File: config.mk
export PLATFORM = sky130hd
export DESIGN_NAME = io_bridge
export DESIGN_NICKNAME = d
export VERILOG_FILES = /design/src/rtl/io_bridge.sv
export SDC_FILE = /design/constraint.sdc
export NUM_CORES = 1
export LEC_CHECK = 0
export ABC_AREA = 1
export ABC_CLOCK_PERIOD_IN_PS = 2200
export BUFFER_PORTS_ARGS = -buffer_cell sky130_fd_sc_hd__buf_2
export CAP_MARGIN = 10
export CORE_AREA = 5 5 156 158
export CTS_CLUSTER_DIAMETER = 40
export DETAILED_ROUTE_END_ITERATION = 10
export DIE_AREA = 0 0 161 163
export PLACE_DENSITY = 0.61
export SYNTH_ARGS = -nofsm -noshare
export SYNTH_HDL_FRONTEND = slang
export SYNTH_SLANG_ARGS = --single-unit
File: constraint.sdc
create_clock -name clk -period 2.2 [get_ports clk]
set_input_delay 0.11 -clock clk [delete_from_list [all_inputs] [get_ports clk]]
set_output_delay 0.11 -clock clk [all_outputs]
set_load 0.005 [all_outputs]
File: src/rtl/io_bridge.sv
// rtl/io_bridge.sv - registered RISC5 I/O bridge, 16 slots at 0xFFFFC0; optional bus timeout under IO_TIMEOUT_EN
module io_bridge #(
  parameter int NSLOTS  = 8,
  parameter int TIMEOUT = 1000
) (
  input  logic                 clk,
  input  logic                 rst,
  input  logic [23:0]          cpu_adr,
  input  logic                 cpu_rd,
  input  logic                 cpu_wr,
  input  logic                 cpu_ben,
  input  logic [31:0]          cpu_wdata,
  output logic [31:0]          cpu_rdata,
  output logic                 cpu_wait,
  output logic                 io_sel,
  output logic [NSLOTS-1:0]    dev_en,
  output logic                 dev_rd,
  output logic                 dev_wr,
  output logic                 dev_ben,
  output logic [31:0]          dev_wdata,
  input  logic [NSLOTS*32-1:0] dev_rdata,
  input  logic [NSLOTS-1:0]    dev_rdy,
  output logic                 bus_err,
  output logic [3:0]           err_slot
);

  localparam logic [1:0] S_IDLE   = 2'd0;
  localparam logic [1:0] S_ACCESS = 2'd1;
  localparam logic [1:0] S_DONE   = 2'd2;

  if (NSLOTS < 1 || NSLOTS > 16 || TIMEOUT < 1 || TIMEOUT > 65535) begin : g_bad_param
    $error("io_bridge: NSLOTS or TIMEOUT out of range");
  end

  logic [1:0]  state;
  logic [3:0]  slot_q;
  logic        wr_q;
  logic        first_q;
  logic [31:0] rdata_q;
  logic        req;
  logic        mapped;
  logic        rdy_sel;
  logic [31:0] rdata_sel;
  logic        tmo_hit;
  logic        unused_adr;

  assign unused_adr = ^cpu_adr[1:0];

  assign io_sel    = (cpu_adr[23:6] == 18'h3FFFF);
  assign req       = io_sel & (cpu_rd | cpu_wr);
  assign mapped    = ({1'b0, cpu_adr[5:2]} < 5'(NSLOTS));
  assign cpu_rdata = rdata_q;

  // Only the latched slot's rdy/data are visible; other slots are ignored.
  always_comb begin
    dev_en    = '0;
    rdy_sel   = 1'b0;
    rdata_sel = '0;
    for (int k = 0; k < NSLOTS; k++) begin
      if (slot_q == 4'(k)) begin
        rdy_sel   = dev_rdy[k];
        rdata_sel = dev_rdata[32*k +: 32];
        if (state == S_ACCESS) dev_en[k] = 1'b1;
      end
    end
  end

  always_comb begin
    case (state)
      S_IDLE:   cpu_wait = req;
      S_ACCESS: cpu_wait = 1'b1;
      default:  cpu_wait = 1'b0;
    endcase
  end

  assign dev_rd = (state == S_ACCESS) & first_q & ~wr_q;
  assign dev_wr = (state == S_ACCESS) & first_q &  wr_q;

  always_ff @(posedge clk) begin
    if (rst) begin
      state     <= S_IDLE;
      slot_q    <= '0;
      wr_q      <= 1'b0;
      first_q   <= 1'b0;
      dev_ben   <= 1'b0;
      dev_wdata <= '0;
      rdata_q   <= '0;
    end else begin
      case (state)
        S_IDLE: begin
          if (req) begin
            if (mapped) begin
              slot_q    <= cpu_adr[5:2];
              wr_q      <= cpu_wr;
              first_q   <= 1'b1;
              dev_ben   <= cpu_ben;
              dev_wdata <= cpu_wdata;
              state     <= S_ACCESS;
            end else begin
              rdata_q <= '0;
              state   <= S_DONE;
            end
          end
        end
        S_ACCESS: begin
          first_q <= 1'b0;
          if (rdy_sel) begin
            if (!wr_q) rdata_q <= rdata_sel;
            state <= S_DONE;
          end else if (tmo_hit) begin
            rdata_q <= '0;
            state   <= S_DONE;
          end
        end
        default: state <= S_IDLE;
      endcase
    end
  end

`ifdef IO_TIMEOUT_EN
  logic [15:0] tmo_cnt;

  // rdy in the limit cycle takes priority, so the hit is qualified by ~rdy.
  assign tmo_hit = (state == S_ACCESS) & ~rdy_sel & (tmo_cnt == 16'(TIMEOUT - 1));

  always_ff @(posedge clk) begin
    if (rst) begin
      tmo_cnt  <= '0;
      bus_err  <= 1'b0;
      err_slot <= '0;
    end else if (state != S_ACCESS) begin
      tmo_cnt <= '0;
    end else if (!rdy_sel) begin
      if (tmo_hit) begin
        bus_err  <= 1'b1;
        err_slot <= slot_q;
      end else begin
        tmo_cnt <= tmo_cnt + 16'd1;
      end
    end
  end
`else
  assign tmo_hit  = 1'b0;
  assign bus_err  = 1'b0;
  assign err_slot = 4'd0;
`endif

endmodule

==> flow_summary.json, run 1 <==
{
  "drv_slew": 0,
  "clockBufferDepth": 2,
  "synthSimpleGateAreaFrac": 0.5200,
  "final_util": 0.3613,
  "grt_antenna_before_repair": 5,
  "r2r-start": "slot_q[3]",
  "setup_tns_ns": 0,
  "port_buffers": 399,
  "wl_mm": 28.15,
  "crit_type": "flip-flop to primary output",
  "whs_endpoint": "slot_q[0]",
  "worst_slew_pin_slew_ns": 0.5531,
  "clock-sinks": 73,
  "start_util": 0.2292,
  "grt_pass1_vias": 7170,
  "synthArstFlopShare": 0,
  "ff_latch_area_mm2": 0.001463,
  "drive_above_1_share": 0.3369,
  "crit_required_ns": 2.09,
  "via_per_inst": 4.540,
  "hp-class": "input port to flip-flop",
  "avgSynthCellArea_um2": 5.414,
  "setup_viol": 0,
  "period_share": 0.9161,
  "p_leak_nw": 4.726,
  "worst-path-max-fanout": 10,
  "pin_count": 407,
  "ys_warn_count": 0,
  "grt_start_max_net_pins": 51,
  "cts_made_buffers": 9,
  "netlist_instances": 973,
  "post-cts-setup-buffers": 0,
  "clock_latency_ns": 0.34,
  "yosys.area_share.adder": 0,
  "hold_violations": 0,
  "rows": 56,
  "detail-route-antenna-nets": 0,
  "syn_to_final_growth_pct": 57.62,
  "drc": 0,
  "status": "completed",
  "synth_edf_count": 0,
  "initialDrtViolationCount": 708,
  "cp.arrival_ns": 1.91,
  "cts-root-buf": "clkbuf_16",
  "reg2reg_slack_ns": 0.18,
  "synth_top_family_by_area": "simple AND/OR/NAND/NOR gates",
  "drtPass1Iterations": 5,
  "synth_ff_type": "dfxtp_1",
  "worst_setup_path_end_kind": "primary output",
  "drv_cap": 0,
  "stdcell_area_mm2": 0.008303,
  "reg2reg_to": "cpu_rdata[24]",
  "peakVddDrop_uv": 447.2,
  "core_mm2": 0.02298,
  "ys_ff_latch": 73,
  "power_mw": 3.297,
  "cts_tree": "built",
  "p_per_area_mw_per_mm2": 397.1,
  "slew_headroom": 0.6307,
  "nets": 1707,
  "synthMuxAreaShare": 0,
  "vias": 7623,
  "hold_depth": 3,
  "dieArea_mm2": 0.02624,
  "grt_pass1_wl_mm": 41.06,
  "period_needed_ns": 2.015,
  "most-common-layout-cells": "buf_2 (400), nand2_1 (324), nor2_1 (203)",
  "multi_input_area_mm2": 0.003229,
  "holdWs_ns": 0.05309,
  "synth-compound-area-share": 0.08575,
  "route.detailed.wl_per_inst_um": 16.77,
  "fill_cells": 2577,
  "rsz0062_at_grt": "false",
  "grt.overflow.total": 0,
  "grtUsageTotal": 0.2023,
  "layout_commonest_cell": "buf_2",
  "synthesis.area_mm2": 0.005268,
  "worstHoldStart": "cpu_adr[2]",
  "synthDistinctLibCells": 24,
  "yosysSeqAreaShare": 0.2774,
  "worstSetupStartpointType": "flip-flop",
  "die_w_um": 161,
  "clock_skew_ns": 0.006024,
  "routabilityCongestion": 0.9284,
  "htreeDepth": 3,
  "r2r.worst_path.cells": 12,
  "fmax_ghz": 0.4962,
  "post_synth_xor_area_fraction": 0,
  "dieHeight_um": 163,
  "clk_pin_slew_ns": 0.06,
  "dp_hpwl_mm": 22.35,
  "dpl_cell_area_mm2": 0.007636
}
[final cells by class]
class | count | share of cell area
antenna | 3 | 0.0009042
clock buffer | 9 | 0.02712
clock inverter | 6 | 0.008137
inverter | 86 | 0.03888
multi-input combinational | 753 | 0.3889
sequential | 73 | 0.1762
tap | 290 | 0.04370
timing repair buffer | 459 | 0.3162
[critical path, cell delays in order (launching register included)]
cell and delay [ns]:
dfxtp_1 0.35, inv_1 0.06, nor2_2 0.20, buf_4 0.22, inv_1 0.08, buf_4 0.20
nor4_1 0.22, buf_2 0.22
[cell families (layout without fill, tap and decap cells)]
family / count (synthesis) / after routing
other: 1 / 8
AO/OA/AOI/OAI: 85 / 85
buffers and inverters: 151 / 560
AND/OR/NAND/NOR: 663 / 663
flip-flops: 73 / 73
[power breakdown]
group	switching [mW]	total [mW]	internal [mW]
Combinational	0.190	0.472	0.282
Sequential	0.00000299	1.32	1.32
Clock	0.625	1.50	0.878
[flip-flops by register name, summed over array words and instances, names as in the netlist]
register and count:
cpu_rdata 32, dev_wdata 32, slot_q 4, state 2, dev_ben 1, first_q 1
wr_q 1
[repair_timing]
action                                  in CTS  in global routing
hold endpoints to repair                    35                  0
gates resized for setup                      0                  6
hold buffers                                34                  0
endpoints found under the setup margin       0                 32
[how the worst max path moves through the flow]
stage / start / to / depth (start not counted)
2_1_floorplan: slot_q[2] / cpu_rdata[24] / 12
3_3_place_gp: slot_q[2] / cpu_rdata[29] / 12
3_5_place_dp: slot_q[3] / cpu_rdata[24] / 12
4_1_cts: slot_q[3] / cpu_rdata[24] / 12
5_1_grt: slot_q[1] / cpu_rdata[29] / 13
6_report: state[0] / dev_en[1] / 7
[synthesized netlist by cell type (11+ instances only)]
library cell	count	share of area
o21ai_0	59	0.056
dfxtp_1	73	0.28
nor3_1	35	0.033
nor2_1	206	0.15
or2_2	12	0.014
nand3_1	39	0.037
nand4_1	37	0.044
clkbuf_1	44	0.031
inv_1	80	0.057
nand2_1	325	0.23
o22ai_1	21	0.025
buf_4	11	0.016
[per-layer routing]
layer  share of wire  track usage  wire [µm]  vias up
met5         0.00046            0         13        -
met4           0.035      0.08065        985        2
met3           0.091      0.06201       2552       51
met2            0.46       0.3360      12970      360
met1            0.41       0.2452      11630     3352
li1                -            -          -     3858
[metrics by stage]
step,instances,setup WS [ns]
after floorplan,977,0.5365
after global placement,1626,0.1371
after detailed placement,1626,0.06118
after CTS,1675,0.04392
after global routing,1679,0.008857
final,1679,0.1846
No activity file was read; power rests on OpenSTA's default activity.
==> run 2, diff against run 1 <==
--- a/config.mk
+++ b/config.mk
@@ -13,7 +13,7 @@
 export CTS_CLUSTER_DIAMETER = 40
 export DETAILED_ROUTE_END_ITERATION = 10
 export DIE_AREA = 0 0 161 163
-export PLACE_DENSITY = 0.61
+export PLACE_DENSITY = 0.56
 export SYNTH_ARGS = -nofsm -noshare
 export SYNTH_HDL_FRONTEND = slang
 export SYNTH_SLANG_ARGS = --single-unit
==> run 2 against run 1 <==
Compared with the run above: non-clock buffer count shrank 1; via count grew 0.43%; critical path depth grew 3; die area is the same; global-route usage grew 0.47 points; total power grew 1.6%; fmax grew 2.2%; critical endpoint is now cpu_rdata[2].
==> flow_summary.json, run 2 (synthesis results as in run 1) <==
{
  "vias": 7656,
  "initialDrtViolationCount": 616,
  "layout_commonest_cell": "buf_2",
  "p_switching_uw": 847.6,
  "core_mm2": 0.02298,
  "grt_antenna_before_repair": 8,
  "period_share": 0.8967,
  "peakVddDrop_uv": 415.7,
  "hp-class": "input port to flip-flop",
  "wl_mm": 28.64,
  "rsz0062_at_grt": "false",
  "p_int_mw": 2.502,
  "swShare": 0.2531,
  "syn_to_final_growth_pct": 57.77,
  "fmax_ghz": 0.5069,
  "drv_slew": 0,
  "most-common-layout-cells": "buf_2 (399), nand2_1 (324), nor2_1 (204)",
  "hold_violations": 0,
  "setup_tns_ns": 0,
  "worstSetupStartpointType": "flip-flop",
  "dieHeight_um": 163,
  "detail-route-antenna-nets": 0,
  "dp_hpwl_mm": 22.63,
  "port_buffers": 399,
  "cts_made_buffers": 9,
  "pin_count": 407,
  "cts_tree": "built",
  "nets": 1706,
  "dieArea_mm2": 0.02624,
  "crit_type": "flip-flop to flip-flop",
  "pwr-share-clk": 0.466,
  "combPwrFrac": 0.140,
  "rows": 56,
  "grt_start_max_net_pins": 66,
  "die_w_um": 161,
  "final_util": 0.3616,
  "drtPass1Iterations": 6,
  "grtUsageTotal": 0.2069,
  "grt.overflow.total": 0,
  "setup_viol": 0,
  "clock-sinks": 73,
  "clock_skew_ns": 0.006394,
  "drc": 0,
  "cts-root-buf": "clkbuf_16",
  "routabilityCongestion": 0.9510,
  "period_needed_ns": 1.973,
  "pwr-share-seq": 0.394,
  "htreeDepth": 3,
  "drv_cap": 0,
  "p_per_area_mw_per_mm2": 403.1,
  "worst_setup_path_end_kind": "flip-flop",
  "p_leak_nw": 4.743,
  "clockBufferDepth": 2,
  "via_per_inst": 4.554,
  "drive_above_1_share": 0.3377,
  "start_util": 0.2292,
  "clk_pin_slew_ns": 0.07,
  "grt_pass1_vias": 7312,
  "grt_pass1_wl_mm": 42.32,
  "cp.arrival_ns": 2.21,
  "crit_required_ns": 2.44,
  "clock_latency_ns": 0.34,
  "worst-path-max-fanout": 65,
  "route.detailed.wl_per_inst_um": 17.04,
  "status": "completed"
}
## run 2: area by class of cell
class | instances | area (µm²)
Fill cell | 2606 | 14670
Multi-Input combinational cell | 753 | 3222
Timing Repair Buffer | 458 | 2620
Sequential cell | 73 | 1461
Tap cell | 290 | 362.8
Inverter | 86 | 322.8
Clock buffer | 9 | 225.2
Clock inverter | 7 | 83.83
Antenna cell | 5 | 12.51
## run 2: power groups by stage
stage / Combinational [mW] / Sequential (mW) / Clock (mW)
detailed placement: 0.418 / 1.35 / 0
finish: 0.469 / 1.32 / 1.56
floorplan: 0.0972 / 1.35 / 0
global route: 0.516 / 1.32 / 1.68
global placement: 0.418 / 1.35 / 0
CTS: 0.466 / 1.32 / 1.63
## run 2: critical path: stages, from the launching register on
cell     delay (ns)
dfxtp_1        0.45
inv_2          0.06
nor2_1         0.15
nand2_2        0.11
buf_12         0.21
o22ai_1        0.36
nand4_1        0.21
nor2_1         0.14
nor2_1         0.05
nor2_1         0.08
nor2_1         0.05
## run 2: worst paths after layout
| path | cells after the start | slack (ns) | end | from |
|---|---|---|---|---|
| setup / recovery | 10 | 0.23 | cpu_rdata[2] | slot_q[1] |
| hold / removal | 3 | 0.02 | dev_wdata[22] | cpu_wdata[22] |
| setup reg to reg | 10 | 0.23 | cpu_rdata[2] | slot_q[1] |
| hold reg to reg | 2 | 0.48 | slot_q[3] | slot_q[3] |
## run 2: repair_timing
action                    CTS  global route
hold buffers               32             0
setup buffers               0             0
gates resized for setup     0             0
hold endpoints to repair   34             0
## run 2: per-stage QoR
| stage | setup WS, ns | hold slack (ns) | std cells | area (µm²) | total power [mW] |
|---|---|---|---|---|---|
| floorplan | 0.5365 | 0.1791 | 977 | 5283 | 1.448 |
| global placement | 0.2614 | 0.3218 | 1628 | 7669 | 1.769 |
| detailed placement | 0.2273 | 0.3295 | 1628 | 7669 | 1.769 |
| CTS | 0.1860 | 0.008946 | 1676 | 8298 | 3.415 |
| global route | 0.01256 | 0.03775 | 1681 | 8310 | 3.517 |
| finish | 0.2272 | 0.02392 | 1681 | 8310 | 3.350 |
## run 2: layer usage
layer / vias up / share of wire / GRT usage
li1: 3861 / - / -
met1: 3391 / 0.40 / 0.2513
met2: 356 / 0.48 / 0.3548
met3: 42 / 0.096 / 0.06252
met4: 6 / 0.019 / 0.06049
met5: - / 0.00098 / 0
